### src/rtl/packet_generator_mc.sv
// packet_generator_mc
//
// Multi-channel packet generator. A round-robin arbiter picks one requesting,
// enabled source channel per cycle. The winner's payload is framed as
// {ch_id, seq, payload, parity} into a registered valid/ready output stage.
// Each channel has its own sequence counter. Packets accepted downstream are
// counted in pkt_count.
//
// Ports
//   clk        in   clock, all state on the rising edge
//   rst        in   synchronous active-high reset
//   ch_en      in   per-channel enable mask
//   src_valid  in   per-channel payload valid
//   src_data   in   channel i payload at [i*PAYLOAD_W +: PAYLOAD_W]
//   src_ready  out  one-hot grant (combinational), zero when the slot is busy
//   dd_ready   in   downstream ready
//   dd_valid   out  packet valid (registered)
//   packet     out  {ch_id, seq, payload, parity} (registered)
//   pkt_count  out  delivered-packet counter, wraps

module packet_generator_mc #(
    parameter int NUM_CH    = 4,
    parameter int SEQ_W     = 2,
    parameter int PAYLOAD_W = 8,
    parameter int CNT_W     = 16,
    localparam int CH_W     = $clog2(NUM_CH),
    localparam int PKT_W    = CH_W + SEQ_W + PAYLOAD_W + 1
) (
    input  logic                          clk,
    input  logic                          rst,
    input  logic [NUM_CH-1:0]             ch_en,
    input  logic [NUM_CH-1:0]             src_valid,
    input  logic [NUM_CH*PAYLOAD_W-1:0]   src_data,
    output logic [NUM_CH-1:0]             src_ready,
    input  logic                          dd_ready,
    output logic                          dd_valid,
    output logic [PKT_W-1:0]              packet,
    output logic [CNT_W-1:0]              pkt_count
);

    logic [CH_W-1:0]      last_grant;
    logic [SEQ_W-1:0]     seq [NUM_CH];

    logic [NUM_CH-1:0]    req;
    logic [NUM_CH-1:0]    grant_oh;
    logic [CH_W-1:0]      grant_idx;
    logic [CH_W-1:0]      idx_hi;
    logic [CH_W-1:0]      idx_lo;
    logic                 found_hi;
    logic                 found_lo;
    logic                 slot_free;
    logic                 transfer;
    logic [PAYLOAD_W-1:0] sel_payload;
    logic [PKT_W-2:0]     pkt_upper;

    assign req       = src_valid & ch_en;
    assign slot_free = !dd_valid || dd_ready;

    // Round robin without modulo arithmetic: the lowest requester above
    // last_grant wins; if there is none, the search wraps to the lowest
    // requester overall. The loop runs downward so that the last hit is the
    // lowest index.
    always_comb begin
        idx_hi   = '0;
        idx_lo   = '0;
        found_hi = 1'b0;
        found_lo = 1'b0;
        grant_oh = '0;
        for (int i = NUM_CH - 1; i >= 0; i--) begin
            if (req[i]) begin
                idx_lo   = CH_W'(i);
                found_lo = 1'b1;
                if (i > int'(last_grant)) begin
                    idx_hi   = CH_W'(i);
                    found_hi = 1'b1;
                end
            end
        end
        grant_idx = found_hi ? idx_hi : idx_lo;
        if (found_lo) begin
            grant_oh[grant_idx] = 1'b1;
        end
    end

    assign transfer    = !rst && slot_free && found_lo;
    assign src_ready   = transfer ? grant_oh : '0;
    assign sel_payload = src_data[grant_idx*PAYLOAD_W +: PAYLOAD_W];
    assign pkt_upper   = {grant_idx, seq[grant_idx], sel_payload};

    always_ff @(posedge clk) begin
        if (rst) begin
            dd_valid   <= 1'b0;
            packet     <= '0;
            pkt_count  <= '0;
            last_grant <= CH_W'(NUM_CH - 1);
            for (int i = 0; i < NUM_CH; i++) begin
                seq[i] <= '0;
            end
        end else begin
            if (dd_valid && dd_ready) begin
                pkt_count <= pkt_count + 1'b1;
            end
            if (transfer) begin
                // Even parity: the XOR of the whole packet is zero.
                packet          <= {pkt_upper, ^pkt_upper};
                dd_valid        <= 1'b1;
                seq[grant_idx]  <= seq[grant_idx] + 1'b1;
                last_grant      <= grant_idx;
            end else if (dd_ready) begin
                dd_valid <= 1'b0;
            end
        end
    end

endmodule

### config.mk
export PLATFORM = sky130hd
export DESIGN_NAME = packet_generator_mc
export DESIGN_NICKNAME = d
export VERILOG_FILES = /design/src/rtl/packet_generator_mc.sv
export SDC_FILE = /design/constraint.sdc
export NUM_CORES = 1
export LEC_CHECK = 0
export CAP_MARGIN = 20
export CELL_PAD_IN_SITES_DETAIL_PLACEMENT = 1
export CELL_PAD_IN_SITES_GLOBAL_PLACEMENT = 1
export CORE_MARGIN = 4
export CORE_UTILIZATION = 36
export CTS_CLUSTER_SIZE = 14
export DETAILED_ROUTE_END_ITERATION = 16
export GPL_TIMING_DRIVEN = 0
export HOLD_SLACK_MARGIN = 0.08
export PLACE_DENSITY = 0.85
export SLEW_MARGIN = 20
export SYNTH_ARGS = -nofsm -noshare
export SYNTH_HDL_FRONTEND = slang
export SYNTH_SLANG_ARGS = --single-unit
### constraint.sdc
create_clock -name clk -period 9.2 [get_ports clk]
set_input_delay 2.3 -clock clk [delete_from_list [all_inputs] [get_ports clk]]
set_output_delay 2.3 -clock clk [all_outputs]
set_load 0.03 [all_outputs]
# Word level (Yosys, flattened, before mapping)
# Memories as Yosys holds them, arrays and structs flattened.
# Cells that the tools add are included.
word_totals:
  input_bits: 43
  mem_count: 1
  out_inout_bits: 34
  ff_bits: 32
  mem_bits_rw: 8
classes:
  addsub: 2
  n_lt_le_gt_ge: 5
  n_reduce_logical: 10
  mux: 35
  n_bitwise: 1
  shifts: 1
memory_table:
  columns: ["memory", "words", "width", "rd", "rd_ports_with_merged_regs", "wr", "line_no", "source"]
  rows:
  - ["seq", 4, 2, 1, 0, 4, "42", "logic [SEQ_W-1:0] seq [NUM_CH];"]
ops:
  columns: ["cell", "count"]
  rows:
  - ["indexed part select 32 x 6 -> 8 bit", 1]
  - ["two-way mux 2 bit", 13]
  - ["two-way mux 1 bit", 19]
  - ["adder 16 x 1 -> 16 bit (second input constant)", 1]
  - ["XOR reduction 12 bit", 1]
  - ["two-way mux 4 bit", 2]
  - ["bitwise AND 4 bit", 1]
  - ["greater-than comparator 2 bit (first input constant)", 2]
  - ["logical AND 1 bit", 4]
  - ["< comparator 2 x 3 -> 1 bit (second input constant)", 1]
  - ["adder 2 x 1 -> 2 bit (second input constant)", 1]
  - ["demux 1 bit (select 2 bit)", 1]
  - ["greater-or-equal comparator 2 x 1 -> 1 bit (second input constant)", 1]
  - ["greater-than comparator 1 x 2 -> 1 bit (first input constant)", 1]
  - ["logical NOT 1 bit", 2]
  - ["nonzero test 2 bit", 1]
  - ["OR reduction 2 bit", 1]
  - ["logical OR 1 bit", 1]

# Logic depth before layout (Yosys ltp)
# Gate-level depths: netlist of run 1.
depth:
  word_depth: 14
  depth_mapped: 10
  depth_no_buf: 9

# Worst setup path after synthesis of run 1
# No wires, ideal clock.
synth_timing:
  path_type: "input port to output port"
  from: "in src_valid[0]"
  to: "out src_ready[0]"
  path_stages: 7
  required_time_ps: 6900
  arrival_ps: 3888
  path_slack_ps: 3012
  path_cell_list: "a22o_1 -> a311oi_4 -> buf_6 -> buf_4 -> inv_1 -> ha_1 -> and2_1"
synth_via:
  elab_chain_len: 9
  elab_cells_between_ends: 12
synth_rtl:
  columns: ["element", "line_no", "source"]
  rows:
  - ["from (decl)", "32", "input logic [NUM_CH-1:0] src_valid,"]
  - ["bitwise AND 4 bit *", "56", "assign req = src_valid & ch_en;"]
  - ["two-way mux 2 bit *", "70", "if (req[i]) begin"]
  - ["two-way mux 2 bit *", "79", "grant_idx = found_hi ? idx_hi : idx_lo;"]
  - ["via grant_idx[1]", "46", "logic [CH_W-1:0] grant_idx;"]
  - ["< comparator 2 x 3 -> 1 bit (not written as such) / greater-or-equal comparator 2 x 1 -> 1 bit (equally long branches)", "81", "grant_oh[grant_idx] = 1'b1;"]
  - ["logical AND 1 bit (not written as such)", "81", null]
  - ["two-way mux 1 bit (not written as such)", "81", null]
  - ["demux 1 bit (select 2 bit) *", "81", null]
  - ["two-way mux 4 bit *", "80", "if (found_lo) begin"]
  - ["two-way mux 4 bit *", "86", "assign src_ready = transfer ? grant_oh : '0;"]
  - ["to (decl)", "34", "output logic [NUM_CH-1:0] src_ready,"]
# Mark *: on every way through the listed nets, which the timed path passes. The rest lies on a longest branch.

# Worst setup path after layout of run 1
layout_timing:
  from: "in src_valid[3]"
  to: "out src_ready[0]"
layout_via:
  elab_chain_len: 13
  elab_cells_between_ends: 28
layout_rtl:
  columns: ["element", "line_no", "source"]
  rows:
  - ["bitwise AND 4 bit *", "56", null]
  - ["two-way mux 2 bit / two-way mux 1 bit (equally long branches)", "70", null]
  - ["two-way mux 2 bit / two-way mux 1 bit (equally long branches)", "73", "if (i > int'(last_grant)) begin"]
  - ["two-way mux 2 bit / two-way mux 1 bit (equally long branches)", "70", null]
  - ["two-way mux 2 bit / two-way mux 1 bit (equally long branches)", "73", null]
  - ["two-way mux 2 bit / two-way mux 1 bit (equally long branches)", "70", null]
  - ["two-way mux 2 bit", "79", null]
  - ["< comparator 2 x 3 -> 1 bit (not written as such) / greater-or-equal comparator 2 x 1 -> 1 bit (equally long branches)", "81", null]
  - ["logical AND 1 bit (not written as such)", "81", null]
  - ["two-way mux 1 bit (not written as such)", "81", null]
  - ["demux 1 bit (select 2 bit)", "81", null]
  - ["two-way mux 4 bit", "80", null]
  - ["two-way mux 4 bit *", "86", null]
# Every way passes the cells marked *; elsewhere a longest branch is shown, timed or not.

==> impl_metrics.csv, run 1 <==
group,metric,value,unit
timing,fin_skew,8.272,ps
synthesis,avgSynthCellArea,9.271,um^2
synthesis,ys_types,39,
synthesis,yosysSeqAreaShare,0.3975,
placed_design,gp_congestion,0.7251,
grt,track_usage,0.1687,
synthesis,ys_seq_elements,40,
detailed_routing,drc_errors,0,
floorplanning,num_io_pins,77,
detailed_routing,routed_wl,6152,um
cts,path_clk_slew,70,ps
timing,fmax,132.7,MHz
floorplanning,die-area,7474,um^2
setup_path,ff2ff_setup_slack,6030,ps
cts,cts-root-buf,"clkbuf_8",
synthesis,synth_top_family_by_area,"simple AND/OR/NAND/NOR gates",
setup_path,critPathRequiredTime,6900,ps
cts,clockBufferDepth,2,
detailed_routing,dr.first_iter.drc_count,36,
synthesis,synth.area.top_cells,"dfxtp_1, mux2i_1, edfxtp_1, nor2_1, xor2_1",
cts,cts_buffers,5,
setup_path,crit_path_end_kind,"primary output",
worst_hold_path,hp-class,"reg2reg",
timing,rsz0062_at_grt,"no",
layout,regArea,880.8,um^2
timing,tightest_slew,809.6,ps
detailed_routing,ant_nets,0,
placed_design,dp_hpwl,4829,um
power_and_ir_drop,vdd_drop_max,0.07787,mV
setup_path,crit_path_frequent_cell,"clkdlybuf4s50_1",
status,status,"completed",
synthesis,syn_inst,239,
layout,final_cell_mix,"clkdlybuf4s50_1, dfxtp_1, mux2i_1, nor2_1, nand2_1",
setup_path,r2r_start,"last_grant[1]",
synthesis,synthMuxAreaShare,0.1321,
synthesis,synth_compound_gate_area_share,0.08865,
layout,layout_commonest_cell,"clkdlybuf4s50_1",
placed_design,port-buffer-count,76,
timing,slew_headroom,0.4561,
grt,grt_pass1_wl,10010,um
detailed_routing,wl_per_cell,15.46,um
floorplanning,initial_core_util,0.3721,
grt,grt_pass1_vias,2057,
layout,drive_gt1_frac,0.04954,
timing,setup_violations,0,
floorplanning,die_x,86.46,um
floorplanning,core_area,5956,um^2
worst_hold_path,hold_path_depth,2,
synthesis,synth_xor_area_frac,0.09260,
setup_path,ff2ff_path_depth,10,
power_and_ir_drop,power.total,502.6,uW
timing,slew_viol_final,0,
job,cap_viol_max_count,0,
cts,cts_resized,0,
grt,grt_max_degree,13,
timing,hold_viol_final,0,
synthesis,synth_top_area_frac,0.2891,
setup_path,crit_path_top_delay_cell,"clkdlybuf4s50_1",
cts,htree_levels,2,
synthesis,yosys.area.top_type,"dfxtp_1",
setup_path,r2r-end,"packet[0]",
grt,antenna_found_initial,0,
layout,multi_input_area,1274,um^2
synthesis,synth_area,2216,um^2
layout,fill_cells,710,
grt,grt_overflow,0,
setup_path,cp_top_family,"buffers and inverters",
timing,period_share,0.8189,
cts,cts_hold_buffers,0,
power_and_ir_drop,p_per_area,158.9,nW/um^2
setup_path,crit_chain,"clkdlybuf4s50_1 > a22oi_1 > and3_1 > nor3_1 > clkbuf_1 > and2_1 > clkdlybuf4s50_1",
layout,nNetsFinal,370,
floorplanning,rows,28,
layout,antennaDiodeCount,0,
cts,cts_tree,"yes",
layout,area_growth,42.74,%
power_and_ir_drop,p_leak,1.211,nW
cts,insertion_delay,290,ps
timing,min_period,7533,ps
worst_hold_path,worstHoldStart,"packet[12]",
detailed_routing,vias_per_cell,4.960,
detailed_routing,route.vias.total,1974,
setup_path,worst-path-buf-inv,3,
cts,post_cts_buffers,0,
worst_hold_path,min_to,"packet[12]",
cts,clock_sinks,40,
setup_path,crit_type,"in2out",
setup_path,start_kind,"input pin",
synthesis,synth_nets,287,
floorplanning,die_y,86.46,um
synthesis,synth_warnings,0,
timing,setup-tns-final,0,ps
detailed_routing,dr.pass1.iters,4,
synthesis,synthAdderAreaFrac,0.02823,
setup_path,cp_max_fo,10,
setup_path,critPathMaxStageDelay,690,ps
synthesis,synthSimpleGateAreaFrac,0.2332,
setup_path,worstPathArrival,5230,ps
[kinds of logic after synthesis]
family / count (synthesis)
fa+ha+maj: 5
xor+xnor: 21
simple gates: 103
buf+inv: 13
mux: 28
flops: 40
compound gates: 29
[flip-flops by register name, summed over array words and instances (netlist names)]
signal / count
dd_valid: 1
seq: 8
pkt_count: 16
packet: 13
last_grant: 2
[synthesized netlist by cell type, drive strengths merged]
cell type / instances
a21o: 1
nor2: 27
nand4: 1
nor4bb: 1
dfxtp: 32
o22ai: 1
a22oi: 1
edfxtp: 8
a21oi: 8
and2: 6
a211oi: 3
nand2b: 13
and4: 1
ha: 5
nand3b: 2
and3: 4
mux2i: 28
nand2: 22
inv: 2
buf: 3
or2: 1
o21ai: 13
a22o: 1
nand3: 10
or3: 3
nor3b: 1
xnor3: 1
nor2b: 6
nor3: 4
and3b: 1
xnor2: 9
clkbuf: 8
xor2: 11
a311oi: 1
[metrics by stage]
| stage | cells | utilization | hold slack, ps | area (um^2) | setup slack, ps |
|---|---|---|---|---|---|
| after detailed placement | 390 | 0.5155 | 455.7 | 3070 | 1658 |
| after global placement | 390 | 0.5155 | 446.0 | 3070 | 1718 |
| after floorplan | 239 | - | 515.7 | 2216 | 3012 |
| after global routing | 398 | 0.5311 | 498.4 | 3163 | 1443 |
| final | 398 | 0.5311 | 473.2 | 3163 | 1667 |
| after CTS | 398 | 0.5311 | 477.5 | 3163 | 1617 |
[metal layers]
metal / vias up / share of wire / wire length, um / GRT usage
li1: 979 / - / - / -
met2: 41 / 0.52 / 3183 / 0.3060
met1: 946 / 0.43 / 2635 / 0.2006
met5: - / 0 / 0 / 0
met3: 8 / 0.038 / 232 / 0.03422
met4: 0 / 0.016 / 100 / 0.04674
[worst max path at each step]
stage | endpoint | slack, ps | from | depth (start not counted)
2_1_floorplan | src_ready[0] | 3010 | src_valid[0] | 7
3_3_place_gp | src_ready[1] | 1720 | src_valid[3] | 7
3_5_place_dp | src_ready[2] | 1660 | src_valid[3] | 7
4_1_cts | src_ready[2] | 1620 | src_valid[3] | 7
5_1_grt | src_ready[0] | 1440 | src_valid[3] | 7
6_report | src_ready[0] | 1670 | src_valid[3] | 7
[tightest hold or removal path, cell delays in order (launching register included)]
cell and delay, ps:
dfxtp_1 330, nand2_1 50, o21ai_0 60
[area by class of cell]
cell class / count / area share
Buffer: 11 / 0.01701
Inverter: 2 / 0.002373
Clock buffer: 6 / 0.02611
Clock inverter: 2 / 0.003165
Timing Repair Buffer: 76 / 0.2405
Sequential cell: 40 / 0.2785
Tap cell: 75 / 0.02967
Multi-Input combinational cell: 186 / 0.4027
[where the power goes]
group	leakage, nW	switching (mW)	internal [mW]	total (mW)
combinational	0.815	0.0874	0.0897	0.177
sequential	0.345	0.00898	0.195	0.204
clock	0.0510	0.0620	0.0599	0.122
(Power assumes the default switching activity.)
==> inputs of run 2 (changes only) <==
--- a/config.mk
+++ b/config.mk
@@ -9,12 +9,12 @@
 export CELL_PAD_IN_SITES_DETAIL_PLACEMENT = 1
 export CELL_PAD_IN_SITES_GLOBAL_PLACEMENT = 1
 export CORE_MARGIN = 4
-export CORE_UTILIZATION = 36
+export CORE_UTILIZATION = 33
 export CTS_CLUSTER_SIZE = 14
 export DETAILED_ROUTE_END_ITERATION = 16
 export GPL_TIMING_DRIVEN = 0
 export HOLD_SLACK_MARGIN = 0.08
-export PLACE_DENSITY = 0.85
+export PLACE_DENSITY = 0.78
 export SLEW_MARGIN = 20
 export SYNTH_ARGS = -nofsm -noshare
 export SYNTH_HDL_FRONTEND = slang
==> constraint.sdc (replaced) <==
create_clock -name clk -period 7.7 [get_ports clk]
set_input_delay 1.925 -clock clk [delete_from_list [all_inputs] [get_ports clk]]
set_output_delay 1.925 -clock clk [all_outputs]
set_load 0.03 [all_outputs]
==> run 2 against run 1 <==
  * Combinational power is 20% higher
  * Clock skew down 2.0 ps
  * Critical path depth stayed put
  * Total power is 25% higher
  * Sequential share of layout area down 0.19 points
  * Sequential power up 20%
  * Largest power group unchanged
  * Wire length hardly changed
  * Worst setup slack worse by 700 ps
  * Register-to-register slack worse by 1600 ps
  * Utilization down 3.5 points
  * Critical path type unchanged
  * Count of clock-buffer cells in the layout fell by 1
  * Flip-flop and latch count unchanged
==> impl_metrics.csv, run 2 (same netlist as run 1, synthesis figures left out) <==
group,metric,value,unit
layout,regArea,880.8,um^2
placed_design,place_inst,392,
power_and_ir_drop,p_per_area,197.7,nW/um^2
floorplanning,num_io_pins,77,
timing,setup-tns-final,0,ps
layout,largest_register_ffs,16,
timing,fin_ws,963.8,ps
detailed_routing,dr.first_iter.drc_count,66,
layout,drive_gt1_frac,0.04954,
floorplanning,rows,29,
layout,nNetsFinal,370,
grt,track_usage,0.1555,
timing,min_period,6736,ps
timing,fmax,148.5,MHz
layout,fill_cells,739,
cts,insertion_delay,300,ps
timing,setup_violations,0,
cts,clockBufferDepth,2,
power_and_ir_drop,power.total,629.7,uW
detailed_routing,route.vias.total,1981,
grt,antenna_found_initial,0,
grt,grt_overflow,0,
detailed_routing,dr.pass1.iters,4,
detailed_routing,vias_per_cell,4.953,
cts,cts_tree,"yes",
power_and_ir_drop,power.switching,194.0,uW
placed_design,dp_slack,950.6,ps
floorplanning,core_area,6422,um^2
setup_path,crit_path_end_kind,"primary output",
layout,final_cell_mix,"clkdlybuf4s50_1, dfxtp_1, mux2i_1, nor2_1, nand2_1",
timing,period_share,0.8748,
setup_path,crit_chain,"clkdlybuf4s50_1 > a22oi_1 > and3_1 > nor3_1 > clkbuf_1 > and2_1 > clkdlybuf4s50_1",
setup_path,cp_max_fo,10,
cts,clock_sinks,40,
timing,tightest_slew,800.8,ps
layout,final_area,3184,um^2
detailed_routing,wl_per_cell,15.38,um
job,cap_viol_max_count,0,
layout,antennaDiodeCount,0,
placed_design,gp_congestion,0.7783,
layout,area_growth,43.70,%
layout,regMostFlops,"pkt_count",
cts,cts_buffers,5,
setup_path,start_kind,"input pin",
worst_hold_path,hp-class,"reg2reg",
placed_design,dpl_cell_area,3073,um^2
floorplanning,die_y,89.95,um
timing,fin_skew,6.310,ps
setup_path,crit_path_top_delay_cell,"clkdlybuf4s50_1",
grt,grt_pass1_wl,10450,um
status,status,"completed",
cts,htree_levels,2,
timing,slew_viol_final,0,
setup_path,worstPathArrival,4810,ps
floorplanning,die_x,89.95,um
cts,cts_resized,0,
placed_design,dp_hpwl,4799,um
setup_path,crit_path_frequent_cell,"clkdlybuf4s50_1",
power_and_ir_drop,clkPwrFrac,0.275,
layout,fin_util,0.4958,
timing,slew_headroom,0.4620,
cts,cts_hold_buffers,0,
power_and_ir_drop,swShare,0.3081,
power_and_ir_drop,cell_internal_pwr,435.7,uW
timing,hold_viol_final,0,
setup_path,crit_type,"in2out",
power_and_ir_drop,comb_power_share,0.338,
detailed_routing,drc_errors,0,
timing,rsz0062_at_grt,"no",
layout,biggestRegsByFlops,"pkt_count x16, packet x13, seq x8",
timing,timing.hold.ws,469.8,ps
grt,grt_pass1_vias,2118,
setup_path,critPathMaxStageDelay,690,ps
power_and_ir_drop,vdd_drop_max,0.06545,mV
setup_path,critPathRequiredTime,5780,ps
placed_design,port-buffer-count,76,
power_and_ir_drop,p_leak,1.214,nW
cts,post_cts_buffers,0,
cts,cts-root-buf,"clkbuf_8",
detailed_routing,ant_nets,0,
power_and_ir_drop,pwr-share-seq,0.387,
detailed_routing,routed_wl,6150,um
cts,path_clk_slew,80,ps
layout,multi_input_area,1274,um^2
layout,fin_cells,400,
floorplanning,initial_core_util,0.3450,
floorplanning,die-area,8090,um^2
grt,grt_max_degree,14,
layout,layout_commonest_cell,"clkdlybuf4s50_1",
==> run 2: changes by cell type in the layout (fill, tap and decap cells not counted), sizes merged <==
cell,previous run,this run
bufinv,0,1
clkbuf,14,13
clkinv,2,1
clkinvlp,0,1
==> run 2: routing by layer <==
layer  wire [um]  GRT usage  vias to the layer above
met5           0          0                        -
met4         104    0.04847                        0
met3         256    0.03339                        7
li1            -          -                      980
met1        2724     0.1932                      955
met2        3065     0.2694                       39
==> run 2: cell type report <==
| type | instances | share of cell area |
|---|---|---|
| multi-input cells | 186 | 0.4000 |
| flip-flops and latches | 40 | 0.2766 |
| repair buffers | 76 | 0.2389 |
| well taps | 77 | 0.03026 |
| clock buffers | 5 | 0.02161 |
| plain buffers | 11 | 0.01690 |
| clock inverters | 3 | 0.01336 |
| inverters | 2 | 0.002358 |
==> run 2: final timing paths <==
check,cells after the start,to,startpoint,slack [ps]
worst max-delay path,7,src_ready[3],ch_en[3],960
worst min-delay path,2,packet[12],packet[12],470
worst max register to register,10,packet[0],last_grant[1],4460
worst min register to register,2,packet[12],packet[12],470
==> run 2: power groups by stage <==
stage | clock network, mW | logic (mW) | registers [mW]
2_1_floorplan | 0 | 0.118 | 0.269
3_3_place_gp | 0 | 0.210 | 0.248
3_5_place_dp | 0 | 0.215 | 0.248
4_1_cts | 0.179 | 0.216 | 0.244
5_1_grt | 0.186 | 0.230 | 0.246
6_report | 0.173 | 0.213 | 0.244
==> run 2: worst max-delay path, delay by kind of cell <==
kind / cells / cell delay (ps)
AND/OR/NAND/NOR: 3 / 1100
AO/OA/AOI/OAI: 1 / 170
buffers and inverters: 3 / 1600
